==> src/rtl/debug_word_sender.sv <==
// debug_word_sender: dumps PC, cycle count, register file and data memory as MSB-first UART bytes.
// Define DEBUG_TX_CHECKSUM_EN to append an XOR checksum byte after the last word.
module debug_word_sender #(
  parameter int BITS_SIZE     = 32,
  parameter int SIZE_TRAMA    = 8,
  parameter int NUM_REGISTERS = 32,
  parameter int NUM_MEM_WORDS = 32
) (
  input  logic                             i_clk,
  input  logic                             i_reset,
  input  logic                             i_start,
  input  logic                             i_uart_tx_done,
  input  logic [BITS_SIZE-1:0]             i_mips_pc,
  input  logic [BITS_SIZE-1:0]             i_clk_wiz_count,
  input  logic [BITS_SIZE-1:0]             i_data_reg_file,
  input  logic [BITS_SIZE-1:0]             i_data_mem,
  output logic [$clog2(NUM_REGISTERS)-1:0] o_select_register_dir,
  output logic [BITS_SIZE-1:0]             o_select_mem_dir,
  output logic [SIZE_TRAMA-1:0]            o_uart_tx_data,
  output logic                             o_flag_tx_ready,
  output logic                             o_busy,
  output logic                             o_done
);
  localparam int BPW   = BITS_SIZE / SIZE_TRAMA;
  localparam int TOTAL = 2 + NUM_REGISTERS + NUM_MEM_WORDS;
  localparam int KW    = $clog2(TOTAL);
  localparam int RW    = $clog2(NUM_REGISTERS);
  localparam int CW    = $clog2(BPW) + 1;

  typedef enum logic [2:0] {
    IDLE, SELECT, LATCH, SEND, WAIT_DONE, NEXT, FINISH
`ifdef DEBUG_TX_CHECKSUM_EN
    , CHKSUM
`endif
  } state_t;

  state_t               state;
  logic [KW-1:0]        k;
  logic [CW-1:0]        cnt;
  logic [BITS_SIZE-1:0] shift, src, sh_nx, mem_nx;
  logic [RW-1:0]        reg_nx;
  int                   kn;
`ifdef DEBUG_TX_CHECKSUM_EN
  logic [SIZE_TRAMA-1:0] chk;
`endif

  // Select addresses are computed for the next word so they are registered on entry to SELECT.
  always_comb begin
    kn     = int'(k) + 1;
    sh_nx  = shift << SIZE_TRAMA;
    reg_nx = (kn >= 2 && kn < 2 + NUM_REGISTERS) ? RW'(kn - 2) : '0;
    mem_nx = (kn >= 2 + NUM_REGISTERS) ? BITS_SIZE'((kn - 2 - NUM_REGISTERS) * 4) : '0;
    src    = (int'(k) == 0) ? i_mips_pc :
             (int'(k) == 1) ? i_clk_wiz_count :
             (int'(k) < 2 + NUM_REGISTERS) ? i_data_reg_file : i_data_mem;
  end

  always_ff @(posedge i_clk or negedge i_reset) begin
    if (!i_reset) begin
      state                 <= IDLE;
      k                     <= '0;
      cnt                   <= '0;
      shift                 <= '0;
      o_select_register_dir <= '0;
      o_select_mem_dir      <= '0;
      o_uart_tx_data        <= '0;
      o_flag_tx_ready       <= 1'b0;
      o_busy                <= 1'b0;
      o_done                <= 1'b0;
`ifdef DEBUG_TX_CHECKSUM_EN
      chk                   <= '0;
`endif
    end else begin
      case (state)
        IDLE: if (i_start) begin
          state                 <= SELECT;
          o_busy                <= 1'b1;
          k                     <= '0;
          o_select_register_dir <= '0;
          o_select_mem_dir      <= '0;
`ifdef DEBUG_TX_CHECKSUM_EN
          chk                   <= '0;
`endif
        end
        SELECT: state <= LATCH;
        LATCH: begin
          shift           <= src;
          cnt             <= '0;
          o_uart_tx_data  <= src[BITS_SIZE-1 -: SIZE_TRAMA];
          o_flag_tx_ready <= 1'b1;
          state           <= SEND;
        end
        SEND: begin
          o_flag_tx_ready <= 1'b0;
`ifdef DEBUG_TX_CHECKSUM_EN
          chk             <= chk ^ o_uart_tx_data;
`endif
          state           <= WAIT_DONE;
        end
        WAIT_DONE: if (i_uart_tx_done) begin
          shift <= sh_nx;
          cnt   <= cnt + 1'b1;
          if (int'(cnt) + 1 == BPW) state <= NEXT;
          else begin
            o_uart_tx_data  <= sh_nx[BITS_SIZE-1 -: SIZE_TRAMA];
            o_flag_tx_ready <= 1'b1;
            state           <= SEND;
          end
        end
        NEXT: if (int'(k) == TOTAL - 1) begin
          o_select_register_dir <= '0;
          o_select_mem_dir      <= '0;
`ifdef DEBUG_TX_CHECKSUM_EN
          o_uart_tx_data        <= chk;
          o_flag_tx_ready       <= 1'b1;
          state                 <= CHKSUM;
`else
          o_done                <= 1'b1;
          o_busy                <= 1'b0;
          state                 <= FINISH;
`endif
        end else begin
          k                     <= k + 1'b1;
          o_select_register_dir <= reg_nx;
          o_select_mem_dir      <= mem_nx;
          state                 <= SELECT;
        end
`ifdef DEBUG_TX_CHECKSUM_EN
        // A done coincident with the start pulse belongs to no byte of ours.
        CHKSUM: begin
          o_flag_tx_ready <= 1'b0;
          if (i_uart_tx_done && !o_flag_tx_ready) begin
            o_done <= 1'b1;
            o_busy <= 1'b0;
            state  <= FINISH;
          end
        end
`endif
        FINISH: begin
          o_done <= 1'b0;
          state  <= IDLE;
        end
        default: state <= IDLE;
      endcase
    end
  end
endmodule

==> config.mk <==
export PLATFORM = sky130hd
export DESIGN_NAME = debug_word_sender
export DESIGN_NICKNAME = d
export VERILOG_FILES = /design/src/rtl/debug_word_sender.sv
export SDC_FILE = /design/constraint.sdc
export NUM_CORES = 1
export LEC_CHECK = 0
export CORE_MARGIN = 2
export CORE_UTILIZATION = 40
export DETAILED_ROUTE_END_ITERATION = 7
export PLACE_DENSITY = 0.83
export REMOVE_ABC_BUFFERS = 1
export SYNTH_ARGS = -nofsm -noshare
export SYNTH_HDL_FRONTEND = slang
export SYNTH_SLANG_ARGS = --single-unit
==> constraint.sdc <==
create_clock -name i_clk -period 2.7 [get_ports i_clk]
set_clock_uncertainty 0.15 [all_clocks]
set_input_delay 0.405 -clock i_clk [delete_from_list [all_inputs] [get_ports i_clk]]
set_output_delay 0.405 -clock i_clk [all_outputs]
set_load 0.05 [all_outputs]
# Word level (Yosys, flattened, before mapping)
# Cells that the tools add are included.
[totals]
ff_bits = 85
latch_bits = 0
ram_bits = 0
mem_bits_ro = 0
inputBits = 132
out_inout_bits = 48
wordCells = 83
memories = 0
[op_classes]
n_addsub = 6
mul = 0
div_mod_pow = 0
n_lt_le_gt_ge = 4
n_eq_ne = 14
shifts = 0
n_mux = 34
n_bitwise = 0
reduce_logical = 15
[op_table]
columns = ["op", "count"]
rows = [
  ["32-bit two-way mux", 6],
  ["32-bit case mux with 2 select lines", 1],
  ["24-bit case mux with 2 select lines", 1],
  ["24-bit two-way mux", 1],
  ["3-bit case mux with 6 select lines", 1],
  ["8-bit two-way mux", 2],
  ["8-bit case mux with 2 select lines", 1],
  ["3-bit two-way mux", 5],
  ["5-bit two-way mux", 3],
  ["7-bit two-way mux", 2],
  ["7-bit case mux with 2 select lines", 1],
  ["3-bit AND reduction", 4],
  ["2-bit != test (second input constant)", 5],
  ["5-bit case mux with 2 select lines", 1],
  ["9-bit by 7-bit subtractor with 10-bit output (second input constant)", 1],
  ["3-bit equality test (second input constant)", 3],
  ["8-bit by 2-bit subtractor with 9-bit output (second input constant)", 1],
  ["7-bit by 1-bit adder with 8-bit output (second input constant)", 1],
  ["8-bit by 2-bit >= comparator with 1-bit output (second input constant)", 1],
  ["8-bit by 6-bit >= comparator with 1-bit output (second input constant)", 1],
  ["8-bit by 6-bit < comparator with 1-bit output (second input constant)", 1],
  ["2-bit AND reduction", 4],
  ["7-bit by 1-bit adder with 7-bit output (second input constant)", 1],
  ["7-bit by 2-bit equality test with 1-bit output (second input constant)", 1],
  ["16 further kinds", 24],
]

# Longest topological paths before layout
# Gate-level depths: netlist of the first run.
[logic_depth]
word_depth = 6
ltp_mapped = 11

# Worst setup path after synthesis of the first run
# Ideal clock, no wire load.
[synth_timing]
path_kind = "register to register"
from = "register k[0]"
to = "register o_select_mem_dir[9]"
arrival_ns = 2.354
required_ns = 2.403
setup_slack_ns = 0.049
path_stages_with_launch = 11
path_buffers = 1
cell_sequence = "dfrtp_1 -> ha_1 -> clkbuf_1 -> xnor2_1 -> ha_1 -> nor3b_1 -> a32o_1 -> xor2_1 -> ha_1 -> xor2_1 -> o21ai_0"
[synth_via]
elab_chain_len = 6
elab_cells_between_ends = 8
classes_between = "add/sub (3); order compare (1); eq/ne (1); mux (3)"
[synth_lines]
columns = ["element", "line_no", "text"]
rows = [
  ["from (decl)", "38", "logic [KW-1:0] k;"],
  ["from (signal assigned)", "123", "k <= k + 1'b1;"],
  ["7-bit by 1-bit adder with 8-bit output", "49", "kn = int'(k) + 1;"],
  ["8-bit by 2-bit subtractor with 9-bit output", "52", "mem_nx = (kn >= 2 + NUM_REGISTERS) ? BITS_SIZE'((kn - 2 - NUM_REGISTERS) * 4) : '0;"],
  ["9-bit by 7-bit subtractor with 10-bit output", "52", ""],
  ["32-bit two-way mux", "52", ""],
  ["32-bit two-way mux (*)", "110", "NEXT: if (int'(k) == TOTAL - 1) begin"],
  ["32-bit case mux with 2 select lines (*)", "74", "case (state)"],
  ["to (signal assigned)", "125", "o_select_mem_dir <= mem_nx;"],
  ["to (decl)", "18", "output logic [BITS_SIZE-1:0] o_select_mem_dir,"],
]
# Every way passes the cells marked *; elsewhere a longest branch is shown, timed or not.
# A chain may end at the register's enable or synchronous reset.

# Final worst setup path of the first run
[layout_timing]
from = "register k[0]"
to = "register o_select_mem_dir[30]"
# The elaborated chain is that of the path after synthesis.

==> results of run 1 <==
[worst min path at each step]
stage / start / end / slack [ps] / cells after the start
after floorplan: i_reset / cnt[0] / -40 / 0
after global placement: i_reset / o_select_register_dir[3] / 260 / 1
after detailed placement: i_reset / o_select_mem_dir[6] / 280 / 1
after CTS: o_select_register_dir[3] / o_select_register_dir[3] / 350 / 1
after global routing: o_select_register_dir[3] / o_select_register_dir[3] / 350 / 1
final: o_select_register_dir[3] / o_select_register_dir[3] / 340 / 1
[metal layers]
metal,GRT usage [%],vias up,routed length [um]
met5,0,-,0
met4,6.61,0,187
met3,1.82,14,807
met2,42.3,141,7600
met1,28.7,2174,5690
li1,-,2090,-
[logic make-up after synthesis]
group / Yosys count / share of synthesized area [%]
AOI/OAI and AO/OA: 142 / 24.0
xor gates and xnor gates: 10 / 1.94
adders and majority gates: 8 / 2.21
buffers and inverters: 66 / 8.50
DFF: 63 / 34.9
muxes: 56 / 13.1
other: 1 / 0.0830
and+or+nand+nor: 139 / 15.3
[per-stage QoR]
step           power (mW)  setup slack, ps  utilization [%]
3_3_place_gp         4.92              165             58.2
3_5_place_dp         5.03             17.7             58.2
2_1_floorplan        3.78            -4410                -
4_1_cts              6.27             56.1             61.1
6_report             6.35              152             61.6
5_1_grt              6.74             30.0             61.6
[where the power goes]
part | internal, mW | switching, mW | total [mW] | leakage (nW)
logic | 1.71 | 1.89 | 3.60 | 1.91
clock network | 0.806 | 0.412 | 1.22 | 0.151
registers | 1.28 | 0.250 | 1.53 | 0.773
total | 3.80 | 2.55 | 6.35 | 2.84
[state kept, by name (all words and copies together), names as in the netlist]
name                   cells
state                      3
o_select_register_dir      5
o_flag_tx_ready            1
o_select_mem_dir          10
o_busy                     1
o_done                     1
shift                     24
k                          7
o_uart_tx_data             8
cnt                        3
[repair_timing]
action                                  CTS  global route
resized for setup                         1             7
endpoints found under the setup margin    1             7
setup buffers                             0             4
endpoints found under the hold margin    23             0
hold buffers                              1             0
[placed cells by master, fill, tap and decap left out, types with 9 or more instances in the layout]
master / count
nand2_1: 33
buf_4: 26
mux2i_1: 32
dfrtp_1: 61
o221a_2: 24
o21ai_0: 27
clkdlybuf4s50_1: 176
mux2_2: 24
nand2b_1: 26
clkbuf_16: 9
a21oi_1: 35
nor2_1: 48
[final cells by class]
type                       instances  area, um^2
inverter                           7        26.3
sequential                        63        1580
clock buffer                      12         236
multi-input combinational        357        2600
timing repair buffer             208        2050
fill                             961        4190
tap                              140         175
clock inverter                     4        70.1
==> flow_metrics.env, run 1 <==
export IMPL_p_leak_nw=2.84
export IMPL_r2r_start="k[0]"
export IMPL_grt_pass1_vias=4447
export IMPL_die_area_um2=12200
export IMPL_crit_buf_inv=3
export IMPL_critPathMostFrequentCell="ha_1"
export IMPL_place_area_um2=6360
export IMPL_synthTopCellsByArea="dfrtp_1 (35%), mux2i_1 (7.1%), mux2_2 (6.0%)"
export IMPL_cts_buffer_depth=2
export IMPL_slowest_delay_ps=410
export IMPL_rows=38
export IMPL_synth_common_cells="dfrtp_1 (63), nor2_1 (48), a21oi_1 (35)"
export IMPL_hold_ws_ps=341
export IMPL_finalCritPeriodShare_pct=94.4
export IMPL_crit_start="k[0]"
export IMPL_regToRegEndpoint="o_select_mem_dir[30]"
export IMPL_n_antenna_cell=0
export IMPL_drcViolationCount=0
export IMPL_ys_seq_area_share_pct=34.9
export IMPL_maxSlewViolCount=0
export IMPL_routed_wl_um=14300
export IMPL_vias_per_cell=5.59
export IMPL_ir_worst_vdd_mv=0.540
export IMPL_crit_fanout=5
export IMPL_critPathArrivalTime_ps=2580
export IMPL_postLayoutCellArea_um2=6740
export IMPL_place_inst=770
export IMPL_clkLatencyLatePin_ps=330
export IMPL_slew_limit_headroom_pct=58.7
export IMPL_cts_root_buffer_cell="clkbuf_16"
export IMPL_numClockSinks=63
export IMPL_final_nets=786
export IMPL_synth_avg_cell_area_um2=9.32
export IMPL_postRouteAntennaNets=0
export IMPL_antenna_found_initial=0
export IMPL_drt_iter0_drc=229
export IMPL_syn_area_um2=4520
export IMPL_startpoint_type="flop"
export IMPL_hold_viol_final=0
export IMPL_die_x_um=110
export IMPL_overflow=0
export IMPL_period_minus_slack_ps=2550
export IMPL_synth_area_leader_cell="dfrtp_1"
export IMPL_post_dp_hpwl_um=10900
export IMPL_grt_total_usage_pct=23.0
export IMPL_yosys_register_bits=63
export IMPL_synth_edf_count=0
export IMPL_critPathRequiredTime_ps=2730
export IMPL_cap_violations=0
export IMPL_holdCritPathClass="flop to flop"
export IMPL_grt_max_degree=47
export IMPL_yosysMostFrequentCell="dfrtp_1"
export IMPL_dieHeight_um=110
export IMPL_firstDrtPassIters=4
export IMPL_synth_cell_types=61
export IMPL_postSynth_topFlopCell="dfrtp_1"
export IMPL_max_freq_ghz=0.392
export IMPL_ios=180
export IMPL_yosysWarnings=0
export IMPL_cts_tree="yes"
export IMPL_wl_per_cell_um=18.1
export IMPL_synthCells=485
export IMPL_finalNonFillerCells=791
export IMPL_critPathCaptureType="flop"
export IMPL_vias=4419
export IMPL_rsz0062_at_grt="false"
export IMPL_slowest_stage="dfrtp_1"
export IMPL_cts_clk_slew_worst_paths_ps=50
export IMPL_crit_end="o_select_mem_dir[30]"
export IMPL_grt_pass1_wl_um=21900
export IMPL_place_gp_congestion=0.864
export IMPL_status="finished, final reports clean"
export IMPL_synth_top_area_share_pct=34.9
export IMPL_cpLargestDelayFamily="adder cells"
export IMPL_tightest_slew_ps=619
export IMPL_initial_utilization_pct=41.3
export IMPL_r2r_cells=10
export IMPL_port_buffers=177
export IMPL_synthArstFlopShare_pct=100
export IMPL_powerDensity_nw_per_um2=942
export IMPL_syn2layout_area_growth_pct=49.2
export IMPL_crit_type="flop to flop"
export IMPL_drive_above_1_share_pct=17.1
export IMPL_setup_viol=0
export IMPL_path_cells="inv_1, ha_1, inv_1, ha_1, buf_4, a32o_2, xor2_2, ha_1, a32oi_1, o21ai_0"
export IMPL_htree_levels=3
export IMPL_fin_setup_tns_ps=0
export IMPL_path_depth=10
export IMPL_core_area_um2=10900
export IMPL_r2r_setup_slack_ps=150
export IMPL_numCtsBuffers=9
Note: power is estimated with default switching activity, not from simulation.
==> run 2, diff against run 1 <==
--- a/config.mk
+++ b/config.mk
@@ -6,9 +6,9 @@
 export NUM_CORES = 1
 export LEC_CHECK = 0
 export CORE_MARGIN = 2
-export CORE_UTILIZATION = 40
+export CORE_UTILIZATION = 38
 export DETAILED_ROUTE_END_ITERATION = 7
-export PLACE_DENSITY = 0.83
+export PLACE_DENSITY = 0.79
 export REMOVE_ABC_BUFFERS = 1
 export SYNTH_ARGS = -nofsm -noshare
 export SYNTH_HDL_FRONTEND = slang
==> run 2 against run 1 <==
Compared with the run above: the flow now finishes with violations (design-rule violations); wire length shrank 0.29%; register-to-register slack is essentially flat; die area grew 5.1%; core utilization shrank 3.5 points; largest power group unchanged.
==> flow_metrics.env, run 2 (synthesized netlist as in run 1, its figures left out) <==
export IMPL_status="finished with violations"
export IMPL_violations="design-rule violations"
export IMPL_holdCritPathClass="input port to async pin"
export IMPL_numClockSinks=63
export IMPL_grt_pass1_vias=4611
export IMPL_initial_utilization_pct=39.2
export IMPL_cts_resized=0
export IMPL_reg_top3="shift (24), o_select_mem_dir (10), o_uart_tx_data (8)"
export IMPL_critPathCaptureType="flop"
export IMPL_cts_buffer_depth=2
export IMPL_max_freq_ghz=0.392
export IMPL_antenna_found_initial=0
export IMPL_slew_limit_headroom_pct=57.1
export IMPL_grt_total_usage_pct=22.0
export IMPL_syn2layout_area_growth_pct=48.2
export IMPL_core_area_um2=11500
export IMPL_ios=180
export IMPL_grt_max_degree=49
export IMPL_wl_per_cell_um=17.9
export IMPL_layout_cells_most_common="clkdlybuf4s50_1"
export IMPL_cap_violations=0
export IMPL_drt_iter0_drc=253
export IMPL_hold_viol_final=0
export IMPL_cts_setup_buffers=0
export IMPL_setup_ws_ps=152
export IMPL_place_gp_congestion=0.917
export IMPL_tightest_slew_ps=644
export IMPL_postLayoutCellArea_um2=6700
export IMPL_clkLatencyLatePin_ps=330
export IMPL_cts_clk_slew_worst_paths_ps=60
export IMPL_dpl_worst_slack_ps=74.5
export IMPL_setup_viol=0
export IMPL_die_x_um=113
export IMPL_cts_hold_buf=0
export IMPL_overflow=0
export IMPL_drcViolationCount=7
export IMPL_n_antenna_cell=0
export IMPL_grt_pass1_wl_um=22700
export IMPL_powerDensity_nw_per_um2=913
export IMPL_vias_per_cell=5.49
export IMPL_startpoint_type="flop"
export IMPL_layout_common_cells="clkdlybuf4s50_1 (176), dfrtp_1 (62), nor2_1 (48)"
export IMPL_routed_wl_um=14200
export IMPL_rows=39
export IMPL_port_buffers=177
export IMPL_critPathArrivalTime_ps=2580
export IMPL_dieHeight_um=113
export IMPL_largest_reg_flops=24
export IMPL_cts_tree="yes"
export IMPL_maxSlewViolCount=0
export IMPL_htree_levels=3
export IMPL_crit_type="flop to flop"
export IMPL_die_area_um2=12800
export IMPL_regMostFlops="shift"
export IMPL_firstDrtPassIters=7
export IMPL_place_area_um2=6410
export IMPL_drive_above_1_share_pct=17.3
export IMPL_r2r_cells=10
export IMPL_postRouteAntennaNets=0
export IMPL_numCtsBuffers=9
export IMPL_ir_worst_vdd_mv=0.405
export IMPL_final_nets=788
export IMPL_critPathRequiredTime_ps=2730
export IMPL_post_dp_hpwl_um=11000
export IMPL_p_leak_nw=2.82
export IMPL_period_minus_slack_ps=2550
export IMPL_cts_root_buffer_cell="clkbuf_16"
export IMPL_rsz0062_at_grt="false"
export IMPL_crit_fanout=7
export IMPL_vias=4374
export IMPL_finalCritPeriodShare_pct=94.4
-- run 2: layout make-up --
| cell class | instances | area, um^2 |
|---|---|---|
| clock inverter | 3 | 17.5 |
| tap | 143 | 179 |
| sequential | 63 | 1580 |
| fill | 1019 | 4820 |
| inverter | 7 | 26.3 |
| timing repair buffer | 210 | 2050 |
| clock buffer | 13 | 260 |
| multi-input combinational | 357 | 2590 |
-- run 2: critical path, stage by stage (launching register included) --
cell     delay, ps
dfrtp_2        400
inv_1           90
ha_1           340
inv_1           80
ha_1           200
buf_4          150
a32o_2         300
xor2_2         200
ha_1           240
a32oi_1        160
o21ai_0         90
-- run 2: stage by stage --
step,utilization (%),setup TNS (ps),cells,hold slack (ps),total power [mW]
floorplan,-,-107000,427,-40.6,3.78
global placement,55.6,0,780,326,4.92
detailed placement,55.6,0,780,320,5.01
CTS,58.0,0,796,57.1,6.11
global route,58.2,0,796,85.5,6.51
finish,58.2,0,796,32.3,6.11
-- run 2: power breakdown --
group	switching, mW	leakage, nW	internal, mW	total, mW
Combinational	1.85	1.91	1.65	3.50
Clock	0.412	0.136	0.668	1.08
Sequential	0.247	0.774	1.28	1.53
Total	2.51	2.82	3.60	6.11
-- run 2: worst paths after layout --
kind                                startpoint                    to  slack (ps)
setup / recovery                          k[1]  o_select_mem_dir[30]         150
hold / removal                         i_reset   o_select_mem_dir[9]          30
setup reg to reg                          k[1]  o_select_mem_dir[30]         150
hold reg to reg            o_select_mem_dir[2]   o_select_mem_dir[2]         340
max in group asynchronous              i_reset              shift[3]        1660
min in group i_clk         o_select_mem_dir[2]   o_select_mem_dir[2]         340
-- run 2: per-layer routing --
metal  vias up  routed length, um  track usage [%]
li1       2083                  -                -
met2       126               7450             39.8
met3        23                489             2.52
met4         0                325             6.91
met5         -                  0                0
met1      2142               5970             27.4
==> run 3, diff against run 2 <==
--- a/config.mk
+++ b/config.mk
@@ -5,10 +5,10 @@
 export SDC_FILE = /design/constraint.sdc
 export NUM_CORES = 1
 export LEC_CHECK = 0
-export CORE_MARGIN = 2
-export CORE_UTILIZATION = 38
+export CORE_UTILIZATION = 40
+export CTS_CLUSTER_SIZE = 28
 export DETAILED_ROUTE_END_ITERATION = 7
-export PLACE_DENSITY = 0.79
+export PLACE_DENSITY = 0.83
 export REMOVE_ABC_BUFFERS = 1
 export SYNTH_ARGS = -nofsm -noshare
 export SYNTH_HDL_FRONTEND = slang
==> run 3 against run 2 <==
Compared with the run above: the run now ends clean; sequential cell count did not move; maximum frequency barely moved; clock power grew 10%; core utilization grew 3.4 points; sequential share of layout area is 0.10 points lower; via count is 0.46% lower; total power up 2.1%; final area is 0.50% higher; wire length fell by 4.8%; critical endpoint is now o_select_register_dir[3]; highest routed layer unchanged.
==> flow_metrics.env, run 3 (synthesized netlist as in run 1, its figures left out) <==
export IMPL_r2r_cells=9
export IMPL_seq_area_um2=1580
export IMPL_port_buffers=177
export IMPL_cts_tree="yes"
export IMPL_ir_worst_vdd_mv=0.457
export IMPL_status="finished, final reports clean"
export IMPL_post_dp_hpwl_um=10200
export IMPL_tightest_slew_ps=600
export IMPL_n_antenna_cell=0
export IMPL_holdCritStartpoint="o_select_mem_dir[2]"
export IMPL_dieHeight_um=108
export IMPL_layout_cells_most_common="clkdlybuf4s50_1"
export IMPL_finalCritPeriodShare_pct=94.4
export IMPL_powerDensity_nw_per_um2=927
export IMPL_maxSlewViolCount=0
export IMPL_reg_top3="shift (24), o_select_mem_dir (10), o_uart_tx_data (8)"
export IMPL_regMostFlops="shift"
export IMPL_max_freq_ghz=0.392
export IMPL_postRouteAntennaNets=0
export IMPL_multi_input_area_um2=2600
export IMPL_cts_root_buffer_cell="clkbuf_16"
export IMPL_cap_violations=0
export IMPL_antenna_found_initial=0
export IMPL_critPathRequiredTime_ps=2810
export IMPL_startpoint_type="flop"
export IMPL_die_area_um2=11700
export IMPL_htree_levels=3
export IMPL_crit_type="flop to flop"
export IMPL_finalNonFillerCells=792
export IMPL_vias_per_cell=5.50
export IMPL_critPathArrivalTime_ps=2660
export IMPL_fin_setup_tns_ps=0
export IMPL_clkLatencyLatePin_ps=320
export IMPL_grt_total_usage_pct=23.3
export IMPL_period_minus_slack_ps=2550
export IMPL_holdCritPathClass="flop to flop"
export IMPL_holdPathStages=2
export IMPL_cts_buffer_depth=2
export IMPL_firstDrtPassIters=5
export IMPL_place_gp_congestion=0.913
export IMPL_routed_wl_um=13600
export IMPL_cts_clk_slew_worst_paths_ps=60
export IMPL_ios=180
export IMPL_core_area_um2=10900
export IMPL_crit_fanout=7
export IMPL_wl_per_cell_um=17.1
export IMPL_grt_pass1_wl_um=21400
export IMPL_final_nets=787
export IMPL_drt_iter0_drc=323
export IMPL_drive_above_1_share_pct=17.6
export IMPL_grt_pass1_vias=4307
export IMPL_place_inst=775
export IMPL_numCtsBuffers=9
export IMPL_critPathCaptureType="flop"
export IMPL_r2r_start="k[1]"
export IMPL_rows=38
export IMPL_initial_utilization_pct=41.3
export IMPL_p_leak_nw=2.84
export IMPL_crit_start="k[1]"
export IMPL_hold_viol_final=0
export IMPL_largest_reg_flops=24
export IMPL_overflow=0
export IMPL_syn2layout_area_growth_pct=49.0
export IMPL_slew_limit_headroom_pct=60.0
export IMPL_layout_common_cells="clkdlybuf4s50_1 (176), dfrtp_1 (61), nor2_1 (47)"
export IMPL_setup_viol=0
export IMPL_grt_max_degree=53
export IMPL_vias=4354
export IMPL_numClockSinks=63
export IMPL_drcViolationCount=0
export IMPL_die_x_um=108
export IMPL_fillCellCount=939
export IMPL_rsz0062_at_grt="false"
[run 3: path summary, 6_finish.rpt]
| path | slack [ps] | endpoint |
|---|---|---|
| worst max register to register | 150 | o_select_register_dir[3] |
| worst max-delay path | 150 | o_select_register_dir[3] |
| worst min register to register | 340 | o_select_mem_dir[2] |
| max in group asynchronous | 1190 | k[1] |
| worst min-delay path | 340 | o_select_mem_dir[2] |
| min in group asynchronous | 480 | o_select_mem_dir[5] |
[run 3: report_power, final]
part           internal, mW  total, mW  switching (mW)
Combinational          1.68       3.53            1.85
Clock                 0.763       1.19           0.422
Sequential             1.28       1.53           0.242
[run 3: layout make-up]
cell class	instances	area share, %
flip-flops and latches	63	23.5
clock buffers	11	3.75
well taps	140	2.60
inverters	7	0.390
multi-input cells	357	38.6
repair buffers	209	30.4
clock inverters	5	0.836
[run 3: through the flow]
step | setup WS, ps | cell area, um^2 | hold WS, ps | utilization (%) | total power, mW
after floorplan | -4410 | 4170 | -40.6 | - | 3.78
after global placement | 170 | 6390 | 291 | 58.4 | 4.91
after detailed placement | 73.2 | 6390 | 293 | 58.4 | 5.01
after CTS | 34.2 | 6710 | 345 | 61.3 | 6.22
after global routing | 12.2 | 6730 | 364 | 61.6 | 6.65
final | 151 | 6730 | 337 | 61.6 | 6.24
[run 3: critical path: stages (launching register included)]
cell      delay, ps
dfrtp_2         420
inv_1           120
ha_4            310
inv_1            60
ha_1            190
buf_4           150
a32o_2          290
buf_4           160
a311oi_2        400
a32o_1          240
[run 3: repair_timing]
item | 4_1_cts | 5_1_grt
hold buffers | 1 | 0
setup buffers | 0 | 0
endpoints found under the hold margin | 24 | 0
gates resized for setup | 0 | 6
endpoints found under the setup margin | 0 | 13
[run 3: metal layers]
metal	GRT usage (%)	wire (um)	up-vias
met2	41.3	6990	148
li1	-	-	2090
met5	0	0	-
met1	28.8	5420	2099
met4	8.11	231	0
met3	3.44	909	17
==> RTL change (flow settings as in run 1) <==
The 7 states of `state_t` get a one-hot encoding in 7 bits.
--- a/src/rtl/debug_word_sender.sv
+++ b/src/rtl/debug_word_sender.sv
@@ -29,4 +29,4 @@
 
-  typedef enum logic [2:0] {
-    IDLE, SELECT, LATCH, SEND, WAIT_DONE, NEXT, FINISH
+  typedef enum logic [6:0] {
+    IDLE = 7'b0000001, SELECT = 7'b0000010, LATCH = 7'b0000100, SEND = 7'b0001000, WAIT_DONE = 7'b0010000, NEXT = 7'b0100000, FINISH = 7'b1000000
 `ifdef DEBUG_TX_CHECKSUM_EN
Check against the original RTL: no difference found for any inputs over 10 cycles, from zero or initial values and one cycle with i_reset low; not proved beyond that.
==> RTL change against run 1 <==
  * Final area is 0.17% higher
  * Sequential cell count is 4 higher
  * Utilization is 0.10 points higher
  * Largest power group unchanged
  * Wire length is 6.8% lower
  * Setup slack worse by 0.013 ns
  * Fmax is 0.52% lower
  * Die area hardly changed
  * Total power is 26% lower
  * Global-route usage is 0.34 points lower
  * Hold slack worse by 0.0044 ns
  * Area after synthesis hardly changed
  * Clock power is 6% higher
==> RTL change: results (changes against run 1) <==
status: "completed"
slew_headroom_pct: 47.8  # -11 points
finalNetCount: 807  # +2.7%
leakage_nw: 3.03  # +6.9%
fillerInstances: 934  # -2.8%
r2r_start: "k[1]"
combinationalPower_mw: 1.93  # -46%
vias_per_cell: 5.52  # -1.1%
grt_pass1_vias: 4476  # +0.65%
drtIter0Drc: 292  # +28%
drive_gt1_share_pct: 10.4  # -6.6 points
syn_area_per_cell_um2: 8.92  # -4.3%
drt-wirelength-per-cell_um: 16.4  # -9.2%
hold_ws_ns: 0.336  # -0.00440 ns
place_ws_ns: 0.0560  # +0.0382 ns
hold_depth: 2  # +1
dp.final_hpwl_um: 10000  # -7.7%
numPlacedInstances: 791  # +2.7%
hold_start: "o_select_mem_dir[6]"
synth_top_cells_by_count: "dfrtp_1, nor2_1, nand2_1"
peakVddDrop_v: 0.000347  # -36%
cp_max_fo: 13  # +8
grt_max_degree: 68  # +45%
yosysMostFrequentCell: "dfrtp_1"
yosysSeqAreaShare_pct: 37.1  # +2.2 points
grt_pass1_wl_um: 21500  # -2.0%
portBuffers: 177  # unchanged
grt.total_usage_pct: 22.7  # -0.34 points
timing.final.crit_share_pct: 94.9  # +0.49 points
holdPathEnd: "o_select_mem_dir[6]"
synth.area.top_cells: "dfrtp_1, mux2i_1, a211o_1, nor2_1, buf_4"
-- RTL change: repair_timing --
action,in CTS,in global routing
endpoints found under the hold margin,66,0
resized for setup,0,6
hold buffers,1,0
buffers inserted,0,4
setup endpoints to repair,0,4
-- RTL change: final cells by class --
type	instances	area, um^2	share of cell area [%]
clock buffers	10	239	3.54
clock inverters	6	95.1	1.41
inverters	7	26.3	0.389
multi-input cells	372	2470	36.6
flip-flops and latches	67	1680	24.9
well taps	140	175	2.59
repair buffers	210	2070	30.6
-- RTL change: worst max-delay path: stages, from the launching register on --
cell and delay, ns:
dfrtp_2 0.45, buf_4 0.15, or4_4 0.54, a21oi_4 0.28, buf_4 0.30, mux2i_1 0.14, a211o_1 0.31, a31oi_1 0.16
-- RTL change: cell families after synthesis --
kind of cell	share of synthesized area [%]
xor gates and xnor gates	1.55
adders and majority gates	2.21
muxes	9.10
DFF	37.1
other	0.0829
AOI/OAI and AO/OA	22.9
and+or+nand+nor	18.2
buffers and inverters	8.82
-- RTL change: how the worst max path moves through the flow --
stage / depth (start not counted) / end / from
4_1_cts: 10 / o_select_mem_dir[9] / k[1]
5_1_grt: 8 / o_select_mem_dir[9] / k[2]
3_5_place_dp: 10 / o_select_mem_dir[9] / k[1]
6_report: 7 / shift[17] / k[1]
2_1_floorplan: 2 / o_select_mem_dir[30] / o_select_mem_dir[30]
3_3_place_gp: 10 / o_select_mem_dir[9] / k[1]
-- RTL change: metal layers --
layer	wire, um	GRT usage [%]
met5	0	0
met1	5400	26.7
met3	757	4.06
met4	198	5.36
met2	6950	42.5
